$ cat src/rtl/simon_sequence_player.sv
// Simon sequence player.
// Each accepted round start appends one colour (taken from the LFSR) to the
// sequence memory, then replays the whole sequence on a one-hot LED bus
// with fixed ON/OFF timing. A combinational read port lets the input
// checker compare presses against the stored sequence at any time.
//
// Handshake: start_round is a single-cycle request with no ready. It is
// accepted only in IDLE when clear is low; in any other state it is
// dropped, not queued. done is a single-cycle completion strobe.
module simon_sequence_player #(
    parameter int MAX_LEN    = 32,
    parameter int ON_CYCLES  = 25000000,
    parameter int OFF_CYCLES = 12500000,
    localparam int LEN_W     = $clog2(MAX_LEN + 1)
) (
    input  logic             clk,
    input  logic             rst_n,
    input  logic [1:0]       rand_color,
    input  logic             start_round,
    input  logic             clear,
    output logic [3:0]       led_onehot,
    output logic             playing,
    output logic             done,
    output logic [LEN_W-1:0] seq_len,
    output logic             seq_full,
    input  logic [LEN_W-1:0] rd_idx,
    output logic [1:0]       rd_color
);

    // Memory address width; the memory is rounded up to a power of two so
    // that an address slice indexes it without width adaptation.
    localparam int ADDR_W  = (MAX_LEN > 1) ? $clog2(MAX_LEN) : 1;
    localparam int DEPTH   = 2 ** ADDR_W;
    localparam int MAX_CYC = (ON_CYCLES > OFF_CYCLES) ? ON_CYCLES : OFF_CYCLES;
    localparam int CNT_W   = (MAX_CYC > 1) ? $clog2(MAX_CYC) : 1;

    localparam logic [1:0] S_IDLE = 2'd0;
    localparam logic [1:0] S_ON   = 2'd1;
    localparam logic [1:0] S_OFF  = 2'd2;
    localparam logic [1:0] S_DONE = 2'd3;

    logic [1:0]       state;
    logic [LEN_W-1:0] idx;
    logic [CNT_W-1:0] cnt;
    logic [1:0]       mem [DEPTH];

    logic             append;
    logic             on_last;
    logic             off_last;
    logic             last_entry;

    // A colour is written only for an accepted, non-full round start.
    assign append     = (state == S_IDLE) && start_round && !clear && !seq_full;
    assign on_last    = (cnt == CNT_W'(ON_CYCLES - 1));
    assign off_last   = (cnt == CNT_W'(OFF_CYCLES - 1));
    assign last_entry = (idx == seq_len - LEN_W'(1));

    // Playback sequencer: state, entry index, phase counter and length.
    always_ff @(posedge clk or negedge rst_n) begin
        if (!rst_n) begin
            state    <= S_IDLE;
            idx      <= '0;
            cnt      <= '0;
            seq_len  <= '0;
            seq_full <= 1'b0;
        end else if (clear) begin
            state    <= S_IDLE;
            idx      <= '0;
            cnt      <= '0;
            seq_len  <= '0;
            seq_full <= 1'b0;
        end else begin
            case (state)
                S_IDLE: begin
                    if (start_round) begin
                        if (!seq_full) begin
                            seq_len  <= seq_len + LEN_W'(1);
                            seq_full <= (seq_len == LEN_W'(MAX_LEN - 1));
                        end
                        idx   <= '0;
                        cnt   <= '0;
                        state <= S_ON;
                    end
                end
                S_ON: begin
                    if (on_last) begin
                        cnt   <= '0;
                        state <= S_OFF;
                    end else begin
                        cnt <= cnt + CNT_W'(1);
                    end
                end
                S_OFF: begin
                    if (off_last) begin
                        cnt <= '0;
                        if (last_entry) begin
                            state <= S_DONE;
                        end else begin
                            idx   <= idx + LEN_W'(1);
                            state <= S_ON;
                        end
                    end else begin
                        cnt <= cnt + CNT_W'(1);
                    end
                end
                S_DONE: begin
                    state <= S_IDLE;
                end
                default: begin
                    state <= S_IDLE;
                end
            endcase
        end
    end

    // Sequence storage; contents survive reset and clear, only seq_len moves.
    always_ff @(posedge clk) begin
        if (append) begin
            mem[seq_len[ADDR_W-1:0]] <= rand_color;
        end
    end

    // LED decode from registered state and index; dark outside ON.
    always_comb begin
        led_onehot = 4'b0000;
        if (state == S_ON) begin
            led_onehot[mem[idx[ADDR_W-1:0]]] = 1'b1;
        end
    end

    assign playing  = (state == S_ON) || (state == S_OFF);
    assign done     = (state == S_DONE);
    assign rd_color = (rd_idx < seq_len) ? mem[rd_idx[ADDR_W-1:0]] : 2'b00;

endmodule

$ cat config.mk
export PLATFORM = sky130hd
export DESIGN_NAME = simon_sequence_player
export DESIGN_NICKNAME = d
export VERILOG_FILES = /design/src/rtl/simon_sequence_player.sv
export SDC_FILE = /design/constraint.sdc
export NUM_CORES = 1
export LEC_CHECK = 0
export BUFFER_PORTS_ARGS = -buffer_cell sky130_fd_sc_hd__buf_4
export CAP_MARGIN = 0
export CORE_ASPECT_RATIO = 0.5
export CORE_MARGIN = 1.5
export CORE_UTILIZATION = 60
export DETAILED_ROUTE_END_ITERATION = 8
export MAX_ROUTING_LAYER = met4
export PLACE_DENSITY = 0.83
export RECOVER_POWER = 50
export SYNTH_ARGS = -nofsm -noshare
export SYNTH_HDL_FRONTEND = slang
export SYNTH_SLANG_ARGS = --single-unit
$ cat constraint.sdc
create_clock -name clk -period 5.3 [get_ports clk]
set_clock_uncertainty 0.1 [all_clocks]
set_input_delay 0.265 -clock clk [delete_from_list [all_inputs] [get_ports clk]]
set_output_delay 0.265 -clock clk [all_outputs]
set_load 0.005 [all_outputs]
# --- After elaboration in Yosys (flattened, before gate mapping) ---
# Memory sizes are Yosys's and may differ from the RTL's.
# Index checks and enable logic that the tools add are counted.
op_classes:
  add_sub_neg: 4
  n_lt_le_gt_ge: 3
  eq_ne: 12
  n_mux: 30
  reduce_logical: 17
op_table:
  columns: ["op", "n"]
  rows:
  - ["$mux 25", 4]
  - ["$pmux 25 s3", 1]
  - ["$mux 6", 8]
  - ["$add 25x1->25 const B", 1]
  - ["$eq 25x24->1 const B", 1]
  - ["$eq 25x25->1 const B", 1]
  - ["$add 6x1->6 const B", 2]
  - ["$mux 2", 6]
  - ["$ne 3x3->1 const B", 4]
  - ["$pmux 6 s2", 1]
  - ["$pmux 2 s4", 1]
  - ["$mux 1", 7]
  - ["$eq 6x5->1 const B", 1]
  - ["$eq 6x6->1", 1]
  - ["$lt 6x6->1", 1]
  - ["$reduce_and 3->1", 2]
  - ["$sub 6x1->6 const B", 1]
  - ["$eq 2x2->1 const B", 2]
  - ["$logic_and 1x1->1", 4]
  - ["$mux 4", 1]
  - ["$reduce_and 2->1", 2]
  - ["$reduce_and 4->1", 1]
  - ["$reduce_bool 2->1", 2]
  - ["$reduce_bool 4->1", 1]
  - ["9 further kinds", 10]
word_totals:
  reg_bits: 40
  ram_bits: 64
  inputBits: 12
  output_inout_bits: 15
  elab_cells: 72
  memories: 1
memory_table:
  columns: ["name", "depth", "word_bits", "rd", "rd_clocked_by_memory_dff", "write_ports", "line", "rtl"]
  rows:
  - ["mem", 32, 2, 2, 0, 1, "45", "logic [1:0] mem [DEPTH];"]

# --- Logic depth before layout (Yosys ltp) ---
# Gate-level depths: netlist of the first run.
depth:
  ltp_word: 6
  mapped_depth: 8
  depth_no_buf: 8

# --- Worst setup path before layout of the first run ---
# OpenSTA, ideal clock, no wires.
synth_path:
  path_type: "input port to output port"
  startpoint: "input rd_idx[0]"
  endpoint: "output rd_color[1]"
  t_arrival_ns: 2.413
  t_required_ns: 4.935
  setup_slack_ns: 2.522
  path_stages: 6
  path_buffers: 2
  cell_sequence: "clkbuf_1 > buf_1 > mux4_2 > mux4_2 > a21oi_1 > nor2_1"
synth_via:
  elab_chain_len: 2
  word_cells_on_any_way: 3
  classes_between: "order compare (1); mux (1); memory (1)"
synth_lines:
  columns: ["element", "line", "rtl"]
  rows:
  - ["start, declared", "26", "input logic [LEN_W-1:0] rd_idx,"]
  - ["$mem_v2 32x2 / $lt 6x6->1 (equally long branches)", null, null]
  - ["$mux 2 (*)", "133", "assign rd_color = (rd_idx < seq_len) ? mem[rd_idx[ADDR_W-1:0]] : 2'b00;"]
  - ["end, declared", "27", "output logic [1:0] rd_color"]
# Every way passes the cells marked *; elsewhere a longest branch is shown, timed or not.

# --- Worst setup path after layout of the first run ---
layout_path:
  startpoint: "register idx[2]"
  endpoint: "output led_onehot[2]"
layout_via:
  elab_chain_len: 6
  word_cells_on_any_way: 7
  classes_between: "order compare (2); mux (3); reduce/logical (1); memory (1)"
layout_lines:
  columns: ["element", "line", "rtl"]
  rows:
  - ["start, declared", "43", "logic [LEN_W-1:0] idx;"]
  - ["start signal, assigned", "99", "idx <= idx + LEN_W'(1);"]
  - ["$mem_v2 32x2 (*)", null, null]
  - ["$lt 2x3->1 (not written as such) / $ge 2x1->1 (equally long branches)", "127", "led_onehot[mem[idx[ADDR_W-1:0]]] = 1'b1;"]
  - ["$logic_and 1x1->1 (not written as such)", "127", null]
  - ["$mux 1 (not written as such)", "127", null]
  - ["$demux 1 s2 (*)", "127", null]
  - ["$mux 4 (*)", "126", "if (state == S_ON) begin"]
  - ["end, declared", "21", "output logic [3:0] led_onehot,"]
# Marked as above.

==> results of run 1 <==
-- placed cells by master (no fill, tap or decap), types with 2 or more instances in the layout --
master,n
nor3_1,7
and4_1,5
a21oi_1,27
dfrtp_1,40
nand3_1,28
inv_1,10
o31ai_1,2
xor2_1,5
clkbuf_16,9
or3_1,2
nor4b_1,2
nor4_1,2
nand2b_1,9
a211oi_1,5
edfxtp_1,64
mux4_2,27
o21ai_0,9
nand2_1,42
a31oi_1,19
inv_8,3
nand4_1,9
ha_1,15
nor2b_1,9
and2_1,5
a221o_1,3
and3_1,11
and3b_1,2
a41oi_1,5
mux2_2,3
a22oi_1,4
clkbuf_4,7
nor2_1,61
clkbuf_1,3
xnor2_1,12
mux2i_1,23
buf_4,19
-- layer usage --
metal | share of wire [%] | track usage, %
met1 | 41 | 37.6
met2 | 46 | 44.5
met3 | 9.2 | 7.09
met4 | 3.1 | 10.7
met5 | 0 | -
-- final timing paths --
check / start / endpoint / depth (start not counted)
worst max-delay path: idx[2] / led_onehot[2] / 7
worst min-delay path: clear / idx[2] / 2
worst max register to register: cnt[16] / cnt[10] / 6
worst min register to register: cnt[24] / cnt[24] / 1
max in group asynchronous: rst_n / cnt[22] / 2
min in group asynchronous: rst_n / cnt[0] / 2
-- power groups by stage --
stage	Sequential, mW	Clock (mW)	Combinational, mW
2_1_floorplan	0.909	0	0.273
3_3_place_gp	0.923	0	0.374
3_5_place_dp	0.924	0	0.386
4_1_cts	0.907	0.656	0.388
5_1_grt	0.912	0.687	0.427
6_report	0.908	0.648	0.391
-- registers in the layout, summed over array words and instances, names as in the netlist --
signal / count
idx: 6
seq_len: 6
mem: 64
state: 2
seq_full: 1
cnt: 25
-- metrics by stage --
stage | cells | power [mW] | area (um2) | hold slack, ns
6_report | 664 | 1.95 | 6420 | 0.133
5_1_grt | 664 | 2.03 | 6420 | 0.138
4_1_cts | 664 | 1.95 | 6430 | 0.127
3_5_place_dp | 647 | 1.31 | 6130 | 0.178
3_3_place_gp | 647 | 1.30 | 6130 | 0.172
2_1_floorplan | 510 | 1.18 | 5850 | -0.131
-- final cells by class --
class / instances / area, um2
clock buffers: 9 / 225
flip-flops and latches: 104 / 2920
well taps: 135 / 169
fillers: 706 / 3030
multi-input cells: 369 / 2790
clock inverters: 7 / 62.6
repair buffers: 30 / 216
inverters: 10 / 37.5
-- cell families after synthesis --
logic type / after synthesis
simple gates: 199
mux: 53
xor+xnor: 17
compound gates: 85
flops: 104
fa+ha+maj: 15
buf+inv: 37
==> reports/results.txt, run 1 <==
ANT cells: 0
DRT iter0 DRCs: 504
ys async rst share: 38.5%
CP required: 4.93 ns
CP startpoint kind: flop
Reg clk slew, reported paths: 0.07 ns
core footprint: 9450 um2
sequential area share after synthesis: 50.0%
clock latency on the worst-skew pair: 0.35 ns
min-delay worst type: in2reg
CTS tree: done
post-synthesis cell area: 5850 um2
Root Buffer: clkbuf_16
number of remaining DRC errors: 0
VDD IR-drop max: 0.170 mV
maximum capacitance violations: 1
Static Leak: 2.26 nW
Synth Area in Compound Gates: 10.1%
unrepaired setup endpoints after global routing: false
commonest cells in the netlist: edfxtp_1, nor2_1, nand2_1
top cell type's share of synthesized area: 32.9%
Synth area leaders: edfxtp_1, dfrtp_1, mux4_2, mux2i_1, nor2_1
most frequent cell after synthesis: edfxtp_1
antenna violations before repair: 0
Pint: 1.36 mW
Clk pwr share: 33.3%
largest family of logic cells by synthesized area: simple AND/OR/NAND/NOR gates
Mapped Cells: 510
Initial Util: 61.9%
total CTS buffers: 9
Sequential Power Share: 46.6%
Tightest Pin Transition: 2.12 ns
GRT Resource Usage Total: 28.8%
Core Rows: 25
Setup TNS Final: 0 ns
Congestion Overflow GR: 0
slew margin rel.: -41.6%
Die Area: 10400 um2
slowest stage delay, CP: 0.54 ns
WL/cell: 20.6 um
Post-layout nets: 551
first-pass GRT wire length: 21.6 mm
Synth Area in XOR/XNOR: 2.55%
Final Max Slew Viols: 41
# IOs: 27
worst path cell trace: buf_4 -> mux4_2 -> mux2_2 -> o21ai_0 -> mux2i_1 -> nor2_1 -> buf_4
r2r setup slk: 2.22 ns
CTS Buffer Depth: 2
failing checks: max-capacitance violations, max-slew violations
mean post-synth cell area: 11.5 um2
final worst path period share: 59.2%
Worst Setup End Kind: primary output
number of synthesized flops with an enable pin: 64
Post-Synth Simple-Gate Area: 16.8%
mux cell area share after synthesis: 14.9%
Most used DFF post-synth: edfxtp_1
Placer Congestion: 0.935
Final Hold Viols: 0
post-synth cell types: 49
most used cell along the critical path: buf_4
clock sink count: 104
die width: 143 um
Synthesis Warnings: 0
vias per cell: 6.59
PortBufs: 26
Comb power frac: 20.1%
clock period minus worst slack: 3.14 ns
DR pass1 iterations: 5
setup bufs post-CTS: 0
DRT Wirelength: 13.7 mm
worst path bufs/invs: 2
post-synth net total: 537
Setup WS post-layout: 2.16 ns
H-tree depth: 3
fraction of the mapped netlist area in adder cells: 3.21%
Worst path slowest cell: mux4_2
largest area contributor in the netlist: edfxtp_1
Die Ht: 72.8 um
crit-path max FO: 23
largest net degree at the start of global routing: 41
DP HPWL: 9.23 mm
status: complete, but fails checks
share of cells above drive strength 1: 14.6%
antenna-violating nets left: 0
CP delay by family, top: multiplexers
via count: 4373
switching share of total power: 30.2%
Post-CTS Hold Fix Bufs: 1
P&R area growth vs syn: 9.82%
Post-Route Utilization: 68.0%
Cell Pwr Density: 303 nW/um2
vias in the first global route: 4128
f_max: 319 MHz
setup violators final: 0
Psw: 0.587 mW
number of synthesized register bits: 104
Arr. time, crit path: 2.77 ns
critical path class: reg2out
post-cts sizing count: 0
dpl ws: 2.27 ns
No activity file was read; power rests on OpenSTA's default activity.
==> run 2: changes to the inputs <==
--- a/config.mk
+++ b/config.mk
@@ -9,10 +9,10 @@
 export CAP_MARGIN = 0
 export CORE_ASPECT_RATIO = 0.5
 export CORE_MARGIN = 1.5
-export CORE_UTILIZATION = 60
+export CORE_UTILIZATION = 56
 export DETAILED_ROUTE_END_ITERATION = 8
 export MAX_ROUTING_LAYER = met4
-export PLACE_DENSITY = 0.83
+export PLACE_DENSITY = 0.82
 export RECOVER_POWER = 50
 export SYNTH_ARGS = -nofsm -noshare
 export SYNTH_HDL_FRONTEND = slang
==> constraint.sdc (replaced) <==
create_clock -name clk -period 2.8 [get_ports clk]
set_clock_uncertainty 0.1 [all_clocks]
set_input_delay 0.14 -clock clk [delete_from_list [all_inputs] [get_ports clk]]
set_output_delay 0.14 -clock clk [all_outputs]
set_load 0.005 [all_outputs]
==> run 2 against run 1 <==
Compared with the run above:
- the flow now finishes without violations
- combinational power grew 110%
- clock power increased by 82%
- cell area rose by 3.8%
- sequential share of layout area fell by 1.6 points
- largest power group unchanged
==> reports/results.txt, run 2 (synthesis gave the netlist of run 1 again) <==
status: complete, no violations
clock sink count: 104 (unchanged)
R2R cell count: 6 (unchanged)
DR pass1 iterations: 7 (+2)
max FFs per register: 64 (unchanged)
final instance area: 6660 um2 (+3.8%)
Psw: 1.10 mW (+88%)
Placer Congestion: 1.00 (+7.2%)
maximum capacitance violations: 0 (-1)
f_max: 363 MHz
WL/cell: 20.1 um (-2.4%)
Congestion Overflow GR: 0 (unchanged)
number of remaining DRC errors: 0 (unchanged)
final worst path period share: 98.3%
Setup WS post-layout: 0.0473 ns (-2.12 ns)
GRT busiest layer: met2
Die Ht: 75.3 um (+3.4%)
met2 Use GR: 45.4% (+0.88 points)
crit-path max FO: 27 (+17%)
ANT cells: 0 (unchanged)
Core Rows: 26 (+4.0%)
r2r setup slk: 0.08 ns (-2.14 ns)
GRT Resource Usage Total: 27.2% (-1.6 points)
Initial Util: 57.4% (-4.5 points)
vias in the first global route: 4312 (+4.5%)
switching share of total power: 29.7% (-0.51 points)
antenna violations before repair: 0 (unchanged)
Sequential Power Share: 45.7% (-0.9 points)
VDD IR-drop max: 0.266 mV (+56%)
Reg clk slew, reported paths: 0.07 ns (about the same)
Arr. time, crit path: 2.51 ns (-0.26 ns)
CTS tree: done
Hold Crit Depth: 4 (+2)
dpl ws: -0.0158 ns (-2.28 ns)
met3 usage in global routing: 7.45% (+0.37 points)
Finished Layout Cells: 697 (+5.0%)
setup violators final: 0 (unchanged)
Static Leak: 2.41 nW (+6.5%)
clock period minus worst slack: 2.75 ns
CTS Buffer Depth: 2 (unchanged)
most frequent cells in the layout: edfxtp_1, nor2_1, buf_4
DRT iter0 DRCs: 358 (-29%)
largest net degree at the start of global routing: 41 (unchanged)
Final Max Slew Viols: 0 (-100%)
commonest non-fill, non-tap cell in the layout: edfxtp_1
total CTS buffers: 9 (unchanged)
DRT Wirelength: 14.0 mm (+2.5%)
DP HPWL: 9.94 mm (+7.7%)
Pint: 2.61 mW (+92%)
min-delay worst type: in2reg
PortBufs: 26 (unchanged)
core footprint: 10200 um2 (+7.8%)
Cell Pwr Density: 558 nW/um2 (+84%)
Final Hold Viols: 0 (unchanged)
# IOs: 27 (unchanged)
Comb power frac: 22.5% (+2.4 points)
Placement Cell Area: 6350 um2 (+3.5%)
antenna-violating nets left: 0 (unchanged)
via count: 4490 (+2.7%)
Post-Route Utilization: 65.4% (-2.5 points)
clock latency on the worst-skew pair: 0.35 ns (about the same)
unrepaired setup endpoints after global routing: true
Die Area: 11100 um2 (+6.9%)
die width: 148 um (+3.4%)
Root Buffer: clkbuf_16
share of cells above drive strength 1: 19.4% (+4.8 points)
P&R area growth vs syn: 14.0%
CP required: 2.56 ns (-2.37 ns)
met1 Usage GRT: 31.5% (-6.1 points)
vias per cell: 6.44 (-2.2%)
Clk pwr share: 31.7% (-1.6 points)
Worst Setup End Kind: primary output
# placed instances: 678 (+4.8%)
slew margin rel.: 12.8% (+54 points)
critical path class: reg2out
CP startpoint kind: flop
Post-layout nets: 579 (+5.1%)
H-tree depth: 3 (unchanged)
Tightest Pin Transition: 1.31 ns (-0.816 ns)
first-pass GRT wire length: 21.9 mm (+1.4%)
[run 2: final timing paths]
check / end / start
min in group asynchronous: cnt[2] / rst_n
min reg2reg: cnt[7] / cnt[7]
max reg2reg: idx[0] / cnt[22]
max in group asynchronous: idx[0] / rst_n
min: state[0] / start_round
max: led_onehot[3] / idx[2]
[run 2: layout make-up]
cell class / count / area (um2)
clock inverter: 7 / 55.1
tap: 140 / 175
fill: 760 / 3520
clock buffer: 9 / 225
multi-input combinational: 369 / 2800
timing repair buffer: 58 / 443
sequential: 104 / 2920
inverter: 10 / 37.5
[run 2: power by group through the flow]
stage | Clock, mW | Sequential (mW) | Combinational (mW)
6_report | 1.18 | 1.70 | 0.838
5_1_grt | 1.25 | 1.70 | 0.914
3_5_place_dp | 0 | 1.73 | 0.804
2_1_floorplan | 0 | 1.72 | 0.516
4_1_cts | 1.19 | 1.70 | 0.820
3_3_place_gp | 0 | 1.73 | 0.785
[run 2: timing repair]
item,4_1_cts,5_1_grt
pin swaps,1,8
gates cloned,0,0
endpoints found under the setup margin,3,19
setup buffers,0,1
hold buffers,2,0
endpoints found under the hold margin,41,0
gates resized for setup,1,3
[run 2: metrics by stage]
step	hold slack, ns	TNS [ns]	power [mW]
after floorplan	-0.256	0	2.24
after global placement	0.0426	0	2.51
final	0.199	0	3.72
after global routing	0.220	-0.323	3.87
after detailed placement	0.0470	-0.0281	2.53
after CTS	0.100	0	3.71
[run 2: critical path, stage by stage, from the launching register on]
cell	delay, ns
dfrtp_1	0.58
buf_12	0.25
mux4_2	0.36
mux2_2	0.29
a21oi_1	0.26
mux2_2	0.22
nor2_1	0.05
buf_4	0.13
[run 2: routing by layer]
| metal | vias up | routed length [um] |
|---|---|---|
| li1 | 2030 | - |
| met1 | 2169 | 5570 |
| met2 | 234 | 6850 |
| met3 | 57 | 1100 |
| met4 | 0 | 493 |
| met5 | - | 0 |
